[config.mk]
export PLATFORM = sky130hd
export DESIGN_NAME = uart_param
export DESIGN_NICKNAME = d
export VERILOG_FILES = /design/src/rtl/uart_param.sv
export SDC_FILE = /design/constraint.sdc
export NUM_CORES = 1
export LEC_CHECK = 0
export ABC_AREA = 1
export CAP_MARGIN = 30
export CELL_PAD_IN_SITES_DETAIL_PLACEMENT = 0
export CELL_PAD_IN_SITES_GLOBAL_PLACEMENT = 2
export CORE_MARGIN = 4
export CORE_UTILIZATION = 31
export DETAILED_ROUTE_END_ITERATION = 6
export GPL_ROUTABILITY_DRIVEN = 0
export PLACE_DENSITY_LB_ADDON = 0.08
export SETUP_SLACK_MARGIN = 0.2
export SLEW_MARGIN = 40
export SYNTH_ARGS = -nofsm -noshare
export SYNTH_HDL_FRONTEND = slang
export SYNTH_SLANG_ARGS = --single-unit
[constraint.sdc]
create_clock -name clk -period 1.9 [get_ports clk]
set_input_delay 0.285 -clock clk [delete_from_list [all_inputs] [get_ports clk]]
set_output_delay 0.285 -clock clk [all_outputs]
set_load 0.005 [all_outputs]
[src/rtl/uart_param.sv]
// Parameterised UART: independent TX and RX with configurable data width,
// parity (none/even/odd) and 1 or 2 stop bits, fixed integer clock divider.
`timescale 1ns/1ps
module uart_param #(
  parameter int unsigned clk_freq    = 50000000,
  parameter int unsigned baud_rate   = 19200,
  parameter int unsigned data_bits   = 8,
  parameter int unsigned parity_mode = 0,
  parameter int unsigned stop_bits   = 1
) (
  input  logic                 clk,
  input  logic                 rst,
  input  logic                 rx,
  input  logic [data_bits-1:0] tx_data_in,
  input  logic                 tx_valid,
  output logic                 tx_ready,
  output logic                 tx,
  output logic                 tx_active,
  output logic                 done_tx,
  output logic [data_bits-1:0] rx_data_out,
  output logic                 rx_valid,
  output logic                 rx_parity_err,
  output logic                 rx_frame_err
);
  localparam int unsigned DIV  = clk_freq / baud_rate;
  localparam int unsigned HALF = DIV / 2;
  localparam int unsigned CW   = $clog2(DIV);
  localparam logic [CW-1:0] CNT_LAST = CW'(DIV - 1);
  localparam logic [CW-1:0] CNT_PRE  = CW'(DIV - 2);
  localparam logic [CW-1:0] CNT_HALF = CW'(HALF - 1);
  localparam logic [2:0]    BIT_LAST = 3'(data_bits - 1);
  localparam logic          ODD      = (parity_mode == 2);
  localparam logic          HAS_PAR  = (parity_mode != 0);
  localparam logic          STOP_LAST = (stop_bits == 2);

  typedef enum logic [2:0] {TX_IDLE, TX_START, TX_DATA, TX_PARITY, TX_STOP} tx_state_t;
  typedef enum logic [2:0] {RX_IDLE, RX_START, RX_DATA, RX_PARITY, RX_STOP, RX_WAIT_HIGH} rx_state_t;

  tx_state_t            tx_state_q, tx_state_d;
  logic [CW-1:0]        tx_cnt_q, tx_cnt_d;
  logic [2:0]           tx_bit_q, tx_bit_d;
  logic                 tx_stop_q, tx_stop_d;
  logic [data_bits-1:0] tx_shift_q, tx_shift_d;
  logic                 tx_par_q, tx_par_d;
  logic                 tx_q, tx_d;
  logic                 tx_active_q, tx_active_d;
  logic                 done_tx_q, done_tx_d;
  logic                 tx_tick;

  rx_state_t            rx_state_q, rx_state_d;
  logic                 rx_meta_q, rx_sync_q, rx_prev_q;
  logic [CW-1:0]        rx_cnt_q, rx_cnt_d;
  logic [2:0]           rx_bit_q, rx_bit_d;
  logic [data_bits-1:0] rx_shift_q, rx_shift_d;
  logic                 rx_par_q, rx_par_d;
  logic [data_bits-1:0] rx_data_q, rx_data_d;
  logic                 rx_valid_q, rx_valid_d;
  logic                 rx_perr_q, rx_perr_d;
  logic                 rx_ferr_q, rx_ferr_d;
  logic                 rx_tick;

  assign tx_tick = (tx_cnt_q == CNT_LAST);
  assign rx_tick = (rx_cnt_q == CNT_LAST);

  // tx_d holds the level for the next bit so the line changes exactly on bit boundaries
  always_comb begin
    tx_state_d  = tx_state_q;
    tx_cnt_d    = tx_tick ? '0 : tx_cnt_q + CW'(1);
    tx_bit_d    = tx_bit_q;
    tx_stop_d   = tx_stop_q;
    tx_shift_d  = tx_shift_q;
    tx_par_d    = tx_par_q;
    tx_d        = tx_q;
    tx_active_d = tx_active_q;
    done_tx_d   = 1'b0;
    case (tx_state_q)
      TX_IDLE: begin
        tx_cnt_d = '0;
        if (tx_valid) begin
          tx_shift_d  = tx_data_in;
          tx_par_d    = ^tx_data_in ^ ODD;
          tx_state_d  = TX_START;
          tx_d        = 1'b0;
          tx_active_d = 1'b1;
        end
      end
      TX_START: if (tx_tick) begin
        tx_state_d = TX_DATA;
        tx_bit_d   = '0;
        tx_d       = tx_shift_q[0];
      end
      TX_DATA: if (tx_tick) begin
        if (tx_bit_q == BIT_LAST) begin
          tx_stop_d = 1'b0;
          if (HAS_PAR) begin
            tx_state_d = TX_PARITY;
            tx_d       = tx_par_q;
          end else begin
            tx_state_d = TX_STOP;
            tx_d       = 1'b1;
          end
        end else begin
          tx_bit_d   = tx_bit_q + 3'd1;
          tx_shift_d = tx_shift_q >> 1;
          tx_d       = tx_shift_q[1];
        end
      end
      TX_PARITY: if (tx_tick) begin
        tx_state_d = TX_STOP;
        tx_d       = 1'b1;
      end
      TX_STOP: begin
        if (tx_stop_q == STOP_LAST && tx_cnt_q == CNT_PRE) done_tx_d = 1'b1;
        if (tx_tick) begin
          if (tx_stop_q == STOP_LAST) begin
            tx_state_d  = TX_IDLE;
            tx_active_d = 1'b0;
          end else begin
            tx_stop_d = 1'b1;
          end
        end
      end
      default: tx_state_d = TX_IDLE;
    endcase
  end

  always_ff @(posedge clk or posedge rst) begin
    if (rst) begin
      tx_state_q  <= TX_IDLE;
      tx_cnt_q    <= '0;
      tx_bit_q    <= '0;
      tx_stop_q   <= 1'b0;
      tx_shift_q  <= '0;
      tx_par_q    <= 1'b0;
      tx_q        <= 1'b1;
      tx_active_q <= 1'b0;
      done_tx_q   <= 1'b0;
    end else begin
      tx_state_q  <= tx_state_d;
      tx_cnt_q    <= tx_cnt_d;
      tx_bit_q    <= tx_bit_d;
      tx_stop_q   <= tx_stop_d;
      tx_shift_q  <= tx_shift_d;
      tx_par_q    <= tx_par_d;
      tx_q        <= tx_d;
      tx_active_q <= tx_active_d;
      done_tx_q   <= done_tx_d;
    end
  end

  always_comb begin
    rx_state_d = rx_state_q;
    rx_cnt_d   = rx_tick ? '0 : rx_cnt_q + CW'(1);
    rx_bit_d   = rx_bit_q;
    rx_shift_d = rx_shift_q;
    rx_par_d   = rx_par_q;
    rx_data_d  = rx_data_q;
    rx_valid_d = 1'b0;
    rx_perr_d  = rx_perr_q;
    rx_ferr_d  = rx_ferr_q;
    case (rx_state_q)
      RX_IDLE: begin
        rx_cnt_d = '0;
        if (rx_prev_q && !rx_sync_q) rx_state_d = RX_START;
      end
      RX_START: if (rx_cnt_q == CNT_HALF) begin
        rx_cnt_d   = '0;
        rx_bit_d   = '0;
        rx_state_d = rx_sync_q ? RX_IDLE : RX_DATA;
      end
      RX_DATA: if (rx_tick) begin
        rx_shift_d = {rx_sync_q, rx_shift_q[data_bits-1:1]};
        if (rx_bit_q == BIT_LAST) rx_state_d = HAS_PAR ? RX_PARITY : RX_STOP;
        else rx_bit_d = rx_bit_q + 3'd1;
      end
      RX_PARITY: if (rx_tick) begin
        rx_par_d   = rx_sync_q;
        rx_state_d = RX_STOP;
      end
      RX_STOP: if (rx_tick) begin
        rx_valid_d = 1'b1;
        rx_data_d  = rx_shift_q;
        rx_perr_d  = HAS_PAR && (rx_par_q != (^rx_shift_q ^ ODD));
        rx_ferr_d  = !rx_sync_q;
        rx_state_d = rx_sync_q ? RX_IDLE : RX_WAIT_HIGH;
      end
      RX_WAIT_HIGH: begin
        rx_cnt_d = '0;
        if (rx_sync_q) rx_state_d = RX_IDLE;
      end
      default: rx_state_d = RX_IDLE;
    endcase
  end

  always_ff @(posedge clk or posedge rst) begin
    if (rst) begin
      rx_meta_q  <= 1'b1;
      rx_sync_q  <= 1'b1;
      rx_prev_q  <= 1'b1;
      rx_state_q <= RX_IDLE;
      rx_cnt_q   <= '0;
      rx_bit_q   <= '0;
      rx_shift_q <= '0;
      rx_par_q   <= 1'b0;
      rx_data_q  <= '0;
      rx_valid_q <= 1'b0;
      rx_perr_q  <= 1'b0;
      rx_ferr_q  <= 1'b0;
    end else begin
      rx_meta_q  <= rx;
      rx_sync_q  <= rx_meta_q;
      rx_prev_q  <= rx_sync_q;
      rx_state_q <= rx_state_d;
      rx_cnt_q   <= rx_cnt_d;
      rx_bit_q   <= rx_bit_d;
      rx_shift_q <= rx_shift_d;
      rx_par_q   <= rx_par_d;
      rx_data_q  <= rx_data_d;
      rx_valid_q <= rx_valid_d;
      rx_perr_q  <= rx_perr_d;
      rx_ferr_q  <= rx_ferr_d;
    end
  end

  assign tx_ready      = (tx_state_q == TX_IDLE);
  assign tx            = tx_q;
  assign tx_active     = tx_active_q;
  assign done_tx       = done_tx_q;
  assign rx_data_out   = rx_data_q;
  assign rx_valid      = rx_valid_q;
  assign rx_parity_err = rx_perr_q;
  assign rx_frame_err  = rx_ferr_q;
endmodule

# Yosys cells after proc, flatten, opt, wreduce, memory -nomap -nowiden
# Cells that the tools add are included.
op_classes:
  add_sub_neg: 4
  eq_ne: 31
  mux: 54
  bitwise_logic: 1
  n_reduce_logical: 22
ops:
  columns: ["operator", "count"]
  rows:
  - ["two-way mux 3 bit", 21]
  - ["two-way mux 12 bit", 4]
  - ["== test 12 bit (second input constant)", 3]
  - ["inequality test 2 bit (second input constant)", 16]
  - ["adder 12 x 1 -> 12 bit (second input constant)", 2]
  - ["two-way mux 8 bit", 3]
  - ["case mux 12 bit (2 select lines)", 1]
  - ["AND reduction 4 bit", 5]
  - ["case mux 3 bit (6 select lines)", 1]
  - ["two-way mux 1 bit", 16]
  - ["case mux 8 bit (2 select lines)", 1]
  - ["== test 3 bit (second input constant)", 5]
  - ["case mux 3 bit (5 select lines)", 1]
  - ["AND reduction 7 bit", 2]
  - ["== test 12 x 11 -> 1 bit (second input constant)", 1]
  - ["== test 3 x 2 -> 1 bit (second input constant)", 4]
  - ["case mux 3 bit (2 select lines)", 2]
  - ["nonzero test 2 bit", 5]
  - ["adder 3 x 1 -> 3 bit (second input constant)", 2]
  - ["== test 3 x 1 -> 1 bit (second input constant)", 2]
  - ["logical NOT 3 bit", 2]
  - ["AND reduction 5 bit", 1]
  - ["case mux 1 bit (2 select lines)", 2]
  - ["case mux 1 bit (4 select lines)", 1]
  - ["other kinds (7)", 9]
totals:
  ff_bits: 69
  input_bits: 12
  word_cells: 130

# Logic depth before layout (Yosys ltp)
# Gate-level depths: netlist (run 1).
logic_depth:
  word_depth: 4
  mapped_depth: 11
  ltp_nobuf: 11

# Least setup slack after synthesis (run 1)
# Ideal clock, no wire load.
synth_timing:
  kind: "register to register"
  from: "reg tx_bit_q[0]"
  to: "reg tx_shift_q[7]"
  t_arrival_ns: 1.322
  required_ns: 1.783
  path_slack_ns: 0.460
  stages_incl_launch_ff: 9
  path_buffers: 0
  cell_sequence: "dfrtp_1 > ha_1 > ha_1 > nand2_1 > nand2_2 > nor2_8 > nand2_4 > nand2_1 > o21ai_2"
synth_between:
  elab_chain_cells: 3
synth_rtl:
  columns: ["element", "line_no", "source"]
  rows:
  - ["from (decl)", "41", "logic [2:0] tx_bit_q, tx_bit_d;"]
  - ["from (signal assigned)", "141", "tx_bit_q <= tx_bit_d;"]
  - ["== test 3 bit", "93", "if (tx_bit_q == BIT_LAST) begin"]
  - ["inequality test 2 bit (no line)", null, null]
  - ["AND reduction 4 bit (no line)", null, null]
  - ["to (signal assigned)", "143", "tx_shift_q <= tx_shift_d;"]
  - ["to (decl)", "43", "logic [data_bits-1:0] tx_shift_q, tx_shift_d;"]
# No other way between the ends.
# A chain may end at the register's enable or synchronous reset.

# Final worst setup path (run 1)
layout_timing:
  from: "reg tx_q (netlist: tx)"
  to: "out tx"
layout_rtl:
  columns: ["element", "line_no", "source"]
  rows:
  - ["from (decl)", "45", "logic tx_q, tx_d;"]
  - ["from (signal assigned)", "145", "tx_q <= tx_d;"]
  - ["to (decl)", "17", "output logic tx,"]
# No word-level cell between the ends.

==> results of run 1 <==
-- power groups by stage --
stage	Combinational [mW]	Clock (mW)	Sequential, mW
after global routing	0.697	1.75	1.58
after detailed placement	0.590	0	1.59
after CTS	0.591	1.71	1.57
after global placement	0.592	0	1.59
final	0.604	1.64	1.57
after floorplan	0.444	0	1.56
-- worst min-delay path by stage --
stage | endpoint | slack, ps | cells after the start
2_1_floorplan | rx_meta_q$_DFF_PP1_ | 290 | 0
3_3_place_gp | rx_sync_q$_DFF_PP1_ | 350 | 0
3_5_place_dp | rx_sync_q$_DFF_PP1_ | 360 | 0
4_1_cts | tx_cnt_q[7]$_DFF_PP0_ | 320 | 2
5_1_grt | tx_cnt_q[7]$_DFF_PP0_ | 360 | 2
6_report | tx_cnt_q[7]$_DFF_PP0_ | 320 | 2
-- stage by stage --
| step | instances | power, mW |
|---|---|---|
| 4_1_cts | 647 | 3.87 |
| 3_3_place_gp | 627 | 2.18 |
| 5_1_grt | 648 | 4.03 |
| 6_report | 648 | 3.81 |
| 3_5_place_dp | 627 | 2.18 |
| 2_1_floorplan | 461 | 2.00 |
-- flip-flops by register name, summed over array words and instances (netlist names), 3 cells and up --
signal,count
tx_state_q,3
tx_shift_q,8
rx_shift_q,8
tx_cnt_q,12
rx_state_q,3
rx_data_out,8
tx_bit_q,3
rx_bit_q,3
rx_cnt_q,12
-- synthesized netlist by cell type (all sizes together) --
cell type  number
ha              8
conb            1
dfstp           4
buf             8
o21a            1
inv            49
nor2           58
xor2            9
clkbuf          2
o21ai          29
nor3b           4
nand3          33
o22ai           1
nand2         170
a31oi           1
nor3            9
dfrtp          64
xnor2           2
or2             1
nand4           4
nand3b          1
a21oi           2
-- layout make-up --
class                      count  area (µm²)
clock buffer                   9         225
sequential                    68        1710
clock inverter                 7        67.6
fill                        1171        6620
multi-input combinational    334        1660
timing repair buffer          41         389
inverter                      49         190
tap                          140         175
-- placed cells by master, fill, tap and decap left out, types with 4 or more instances in the layout --
cell             synthesis  final
clkinvlp_4               0      4
dfstp_2                  4      4
inv_2                    6      7
clkdlybuf4s50_1          0     24
nand2_4                  3      4
nand2_1                163    161
nand3_1                 32     31
nand2_2                  4      5
dfrtp_1                 64     62
inv_1                   43     40
o21ai_0                 24     23
nor3b_1                  4      4
clkbuf_16                0      9
nor2_4                   3      4
xor2_1                   9      9
nor2_1                  51     50
nor3_1                   9      6
buf_4                    2     14
nand4_1                  4      4
ha_1                     8      7
-- routing by layer --
metal	up-vias	track usage	wire length, µm
met1	1330	0.171	3970
met5	-	0	0
met2	28	0.215	3810
met3	8	0.0347	175
li1	1528	-	-
met4	0	0.0352	95
-- cells by family after synthesis --
group | count (synthesis) | synth area share
adder cells (fa/ha/maj) | 8 | 0.0281
AND/OR/NAND/NOR | 280 | 0.342
other | 1 | 0.00105
buffers and inverters | 59 | 0.0699
flip-flops | 68 | 0.479
AO/OA/AOI/OAI | 34 | 0.0524
XOR/XNOR | 11 | 0.0271
-- what timing repair did --
action,CTS,global route
hold buffers,0,0
gates resized for setup,3,17
pin swaps,1,3
buffers inserted,4,1
hold endpoints to repair,0,0
setup endpoints to repair,1,31
==> results by stage, run 1 <==
Critical path:
- The end point of the critical path is tx.
- The worst reg2reg path startpoint is tx_bit_q[0]$_DFFE_PP0P_.
- The start-to-end type of the worst setup path is flip-flop to output pin.
- The worst reg2reg path endpoint is tx_shift_q[7]$_DFFE_PP0P_.
- Broken down by cell family, the worst path's largest delay share belongs to flip-flops.
- The setup slack of the worst register-to-register path is between 300 and 400 ps.
- The endpoint class of the critical path is an output pin.
- The number of buffer and inverter stages on the critical path is 1.
- STA puts the critical path data required time at around 1600 ps.
- Traced cell by cell, the critical path runs through clkdlybuf4s50_1.
- In this run the number of cells on the critical path is 1.
- STA classifies the critical path startpoint as a flip-flop.
- The critical-path cell with the highest stage delay is dfstp_2.
- The critical path starts at tx$_DFFE_PP1P_.
- Of all nets on the critical path, the largest fanout is 2.
- The worst register-to-register path has a depth of 8.
- The data arrival time of the critical path is between 1000 and 1500 ps.
- The largest stage delay on the critical path is 530 ps.

Global route:
- Summed over all layers, the global routing overflow is 0.
- The largest net degree at the start of global routing is 21.
- The first-pass GRT wire length is approximately 14000 µm.
- The number of global-route vias before repair came to a little under 3000.
- The global router's overall resource usage is 0.131.
- The number of antenna violations at the first check in global routing is 0.

Timing:
- The max-slew violation count is 0.
- Setup repair after global routing could not meet its margin everywhere.
- Hold is met by between 300 and 400 ps.
- Timing would allow up to 0.614 GHz.
- The count of endpoints failing hold in the final timing report is 0.
- The fraction of the cycle the final worst path needs is 0.858.
- Across all setup checks in the final design, the least slack found is between 200 and 300 ps.
- The final setup violation count is 0.
- The total negative slack for setup checks is 0 ps.
- The worst path needs ~1600 ps of the cycle, external delays included.
- The clock arrives with 2.92 ps of skew.

Placed design:
- The count of input and output buffers is 25.
- At the placement stage, the worst setup path has a slack of about 220 ps.
- The detailed placement HPWL is around 5900 µm.
- The placed instances occupy a cell area of a little over 4000 µm².

Run status:
- The run finished with clean final reports.

Floorplanning:
- The initial utilization of the core area, before any placement, comes to 0.323.
- Measured along the y axis, the die boundary spans between 100 and 150 µm.
- The die covers between 10000 and 15000 µm².
- Row generation in the floorplan step produced 38 rows.
- In this run the count of I/O pins placed on the die edge is 27.
- The floorplan step defined a core boundary enclosing approximately 11000 µm².
- Measured along the x axis, the die boundary spans roughly 120 µm.

Drt:
- The first-iteration detailed-routing DRC count is 157.
- The remaining number of nets flagged by the antenna check after routing is 0.
- The detailed router placed around 2900 vias in this run.
- After detailed routing, the number of remaining DRC violations is 0.
- The via density per instance is 4.47.
- Dividing the detail-routed wire length by the instance count gives about 12 µm.
- The first detailed-routing pass ran for 4 iterations.
- The routed design has between 8000 and 9000 µm of wire.

Synth:
- The number of nets in the synthesized netlist is 481.
- The instance count of the mapped netlist is roughly 460.
- The synthesized area divided by synthesized cell count is slightly below 8 µm².
- The netlist uses 33 different library cells.
- Of the post-synthesis cell area, the dominant cell type holds 0.450.
- For this run, the number of Yosys warnings is 0.
- The netlist area before placement is around 3600 µm².
- Synthesis inferred 68 register bits.
- The most area-hungry cell type in the Yosys netlist is dfrtp_1.
- Sorting the synthesized cells by area gives the leading types as dfrtp_1 (45%), nand2_1 (17%), nor2_1 (5.4%).
- For this run, the register share of the synthesized area comes to 0.479.

Clocking:
- The H-tree depth is 3.
- At the later pin of the worst-skew pair, clock insertion delay measures about 330 ps.
- The cell at the root of the clock tree is clkbuf_16.
- The longest clock path from root to sink contains 2 buffers.
- The TritonCTS sink count is 68.
- The clock transition at the registers of the reported paths is approximately 60 ps.
- TritonCTS built the clock tree.
- Clock tree synthesis inserted a total of 9 buffers.

Power:
- The design internal power is 2.72 mW.
- The share of total power dissipated in the clock network is 0.429.
- Of the total power, registers draw 0.412.
- Of the total power, combinational logic draws 0.158.
- The highest ir drop seen on vdd is 0.000530 V.
- The static leakage power is approximately 2.2 nW.
- The analysis attributes to net switching a power of around 1.1 mW.
- The total power per unit cell area is 864 nW/µm².
- Of the total power, the share spent switching nets is 0.286.

Layout:
- The antenna cell count is 0.
- The final net count is 523.
- Of the cells placed in the final design, the portion with a size suffix greater than 1 is 0.144.
- Once layout is done, the placed cells without fillers occupy around 4400 µm².
- The area added between synthesis and finish is 23.9%.
- At the end of the flow the core is filled with cells to 0.400.

Run:
- Across the run, the number of max-cap violations was 0.

Min path:
- In this run the worst hold path is classified as input pin to asynchronous set/reset pin.
Note: power is estimated with default switching activity, not from simulation.
==> run 2: changes to the inputs <==
--- a/config.mk
+++ b/config.mk
@@ -10,7 +10,8 @@
 export CELL_PAD_IN_SITES_DETAIL_PLACEMENT = 0
 export CELL_PAD_IN_SITES_GLOBAL_PLACEMENT = 2
 export CORE_MARGIN = 4
-export CORE_UTILIZATION = 31
+export CORE_UTILIZATION = 32
+export CTS_BUF_LIST = sky130_fd_sc_hd__clkbuf_4
 export DETAILED_ROUTE_END_ITERATION = 6
 export GPL_ROUTABILITY_DRIVEN = 0
 export PLACE_DENSITY_LB_ADDON = 0.08
==> constraint.sdc (replaced) <==
create_clock -name clk -period 1.9 [get_ports clk]
set_input_delay 0.285 -clock clk [delete_from_list [all_inputs] [get_ports clk]]
set_output_delay 0.285 -clock clk [all_outputs]
set_load 0.01 [all_outputs]
==> run 2 against run 1 <==
Against the previous run: final cell count is 0.93% lower; count of clock-buffer cells in the layout is 2 higher; register-to-register slack better by 30 ps; sequential share of layout area is 2.2 points higher; core utilization is 1.6 points lower; sequential power hardly changed; combinational power is 4.0% lower; power is 22% lower; clock power is 51% lower; hold slack worse by 130 ps; largest power group is now registers; non-clock buffer count is 6 lower.
==> results by stage, run 2 (synthesis gave the netlist of run 1 again) <==
Layout:
- In the final design database the tool counted around 520 nets.
- The antenna cell count is 0.
- The largest registers in the layout are rx_cnt_q (12), tx_cnt_q (12).
- Compared with the post-synthesis result, the final layout area differs by 17.3%.
- The finished layout holds 642 standard cells, fillers aside.
- Counting the fill cells in the layout gives about 1200.
- The share of post-route cells with drive strength above 1 is 0.133.
- In the layout the commonest cells are nand2_1 (160), dfrtp_1 (61), nor2_1 (50).
- The multi-input logic area is between 1500 and 2000 µm².
- In the final layout, flip-flops and latches occupy 1710 µm².
- Measured on the finished design, the core utilization comes to 0.383.
- The library cell used most frequently in the layout, excluding fill and tap cells, is nand2_1.

Critical path:
- The worst reg2reg path startpoint is tx_bit_q[0]$_DFFE_PP0P_.
- STA classifies the critical path startpoint as a flip-flop.
- The endpoint class of the critical path is an output pin.
- In this run the critical register-to-register path is captured at tx_shift_q[7]$_DFFE_PP0P_.
- STA puts the critical path data arrival time at approximately 1300 ps.
- STA puts the critical path data required time at 1620 ps.
- Broken down by cell family, the worst path's largest delay share belongs to buffers and inverters.
- The logic depth of the worst register-to-register path is 8.
- The largest stage delay on the critical path is around 540 ps.
- Of all nets on the critical path, the largest fanout is 2.
- The number of buffer and inverter stages on the critical path is 1.
- The start-to-end type of the worst setup path is flip-flop to output pin.
- Traced cell by cell, the critical path runs through clkdlybuf4s50_1.
- Across all register-to-register paths, the minimum setup slack is 350 ps.
- The largest individual stage delay along the critical path comes from the cell clkdlybuf4s50_1.

Drt:
- The first-pass detailed-route iteration total is 4.
- The remaining number of nets flagged by the antenna check after routing is 0.
- The routed wirelength normalized by instance count is ~12 µm.
- The final routed wirelength across all metal layers is 7710 µm.
- The via density per instance is roughly 4.5.
- The number of design rule violations left after detail routing is 0.
- The via count of the routed design is roughly 2900.
- The first-iteration detailed-routing DRC count is approximately 150.

Power:
- The total power per unit cell area is between 700 and 800 nW/µm².
- The static leakage power is 2.10 nW.
- The highest ir drop seen on vdd is 0.000354 V.
- The combinational group share of total power is 0.196.
- The sequential cell fraction of total power is 0.534.
- Summed over all nets, the switching power comes to approximately 970 µW.
- The switching fraction of total power is 0.328.
- The design internal power is a little under 2 mW.
- The share of total power dissipated in the clock network is 0.270.

Timing:
- The fraction of the cycle the final worst path needs is 0.847.
- The max-slew violation count was 0.
- Setup repair after global routing could not meet its margin everywhere.
- Static timing analysis puts the maximum clock frequency at 0.621 GHz.
- The maximum clock skew at final layout is 21.0 ps.
- After routing, the total negative slack on setup checks comes to 0 ps.
- The count of endpoints failing hold in the final timing report is 0.
- The time the final worst path needs with I/O delays and setup is between 1500 and 2000 ps.
- Setup violations remaining at the end of the flow were counted as 0.

Run status:
- The flow ran to the end, and the final reports show no timing, DRC or antenna violations.

Clocking:
- Clock tree synthesis inserted a total of 9 buffers.
- Clock-pin slew was measured on the worst setup and hold paths at roughly 120 ps.
- The H-tree depth is 3.
- In this run the clock root is driven by a clkbuf_4.
- The TritonCTS sink count is a little under 70.
- The number of buffers added to fix hold violations after cts is 0.
- The clock tree from TritonCTS is built.
- No sink is reached through more buffers than the 2 on the longest clock path.
- The clock latency of the later-clocked register in the worst-skew pair is between 400 and 500 ps.

Global route:
- The number of antenna violations at the first check in global routing is 0.
- The largest net degree at the start of global routing is 38.
- The number of global-route vias before repair is 2943.
- The final global-route overflow total is 0.
- The first global-routing pass estimated about 14000 µm of wire.
- The global router's overall resource usage is 0.133.

Floorplanning:
- The count of standard-cell rows is 38.
- The overall die height is around 110 µm.
- In this run the count of I/O pins placed on the die edge is 27.
- The initial cell density of the core is 0.327.
- The floorplan step set the die width to between 100 and 150 µm.
- The floorplan step defined a die boundary enclosing 12900 µm².
- The placeable core region is roughly 11000 µm².

Min path:
- The class of the tightest hold or removal check is input pin to asynchronous set/reset pin.

Placed design:
- Once placement completed, the tool counted placed cells totaling slightly above 600.
- The count of input and output buffers is 25.
- The HPWL after detailed placement is ~5600 µm.

Run:
- The count of maximum capacitance violations is 0.
## run 2: power by group through the flow
stage / Combinational [mW] / Clock (mW) / Sequential [mW]
after CTS: 0.574 / 0.860 / 1.57
final: 0.580 / 0.799 / 1.58
after floorplan: 0.445 / 0 / 1.56
after detailed placement: 0.572 / 0 / 1.60
after global routing: 0.678 / 0.918 / 1.59
after global placement: 0.575 / 0 / 1.60
## run 2: final cells by class
type / count / share of cell area
clock inverter: 5 / 0.00479
clock buffer: 11 / 0.0198
sequential: 68 / 0.410
tap: 140 / 0.0420
timing repair buffer: 35 / 0.0809
multi-input combinational: 334 / 0.398
inverter: 49 / 0.0450
## run 2: worst max-delay path by stage
stage	from	end	slack, ps	cells after the start
3_5_place_dp	tx_cnt_q[0]$_DFF_PP0_	tx_shift_q[7]$_DFFE_PP0P_	250	8
5_1_grt	tx_bit_q[0]$_DFFE_PP0P_	tx_shift_q[7]$_DFFE_PP0P_	200	8
6_report	rx_data_out[0]$_DFFE_PP0P_	rx_data_out[0]	290	1
4_1_cts	tx_state_q[0]$_DFFE_PP0P_	tx_ready	190	4
3_3_place_gp	rx_state_q[0]$_DFFE_PP0P_	rx_state_q[0]$_DFFE_PP0P_	280	8
2_1_floorplan	tx_bit_q[0]$_DFFE_PP0P_	tx_shift_q[7]$_DFFE_PP0P_	460	8
## run 2: metal layers
metal	vias up	GRT usage	share of wire
li1	1510	-	-
met2	26	0.212	0.47
met3	12	0.0313	0.020
met5	-	0	0
met1	1350	0.177	0.49
met4	0	0.0457	0.018
## run 2: metrics by stage
step           setup slack (ps)  area [µm²]  hold slack, ps  power, mW
2_1_floorplan               460        3560             289       2.00
4_1_cts                     192        4120             171       3.00
3_5_place_dp                247        3990             350       2.17
5_1_grt                     198        4180             191       3.19
6_report                    290        4180             189       2.96
3_3_place_gp                281        3990             350       2.17
## run 2: what timing repair did
action | 4_1_cts | 5_1_grt
cloned | 0 | 0
hold endpoints to repair | 0 | 0
endpoints found under the setup margin | 2 | 43
setup buffers | 3 | 0
gates resized for setup | 4 | 21
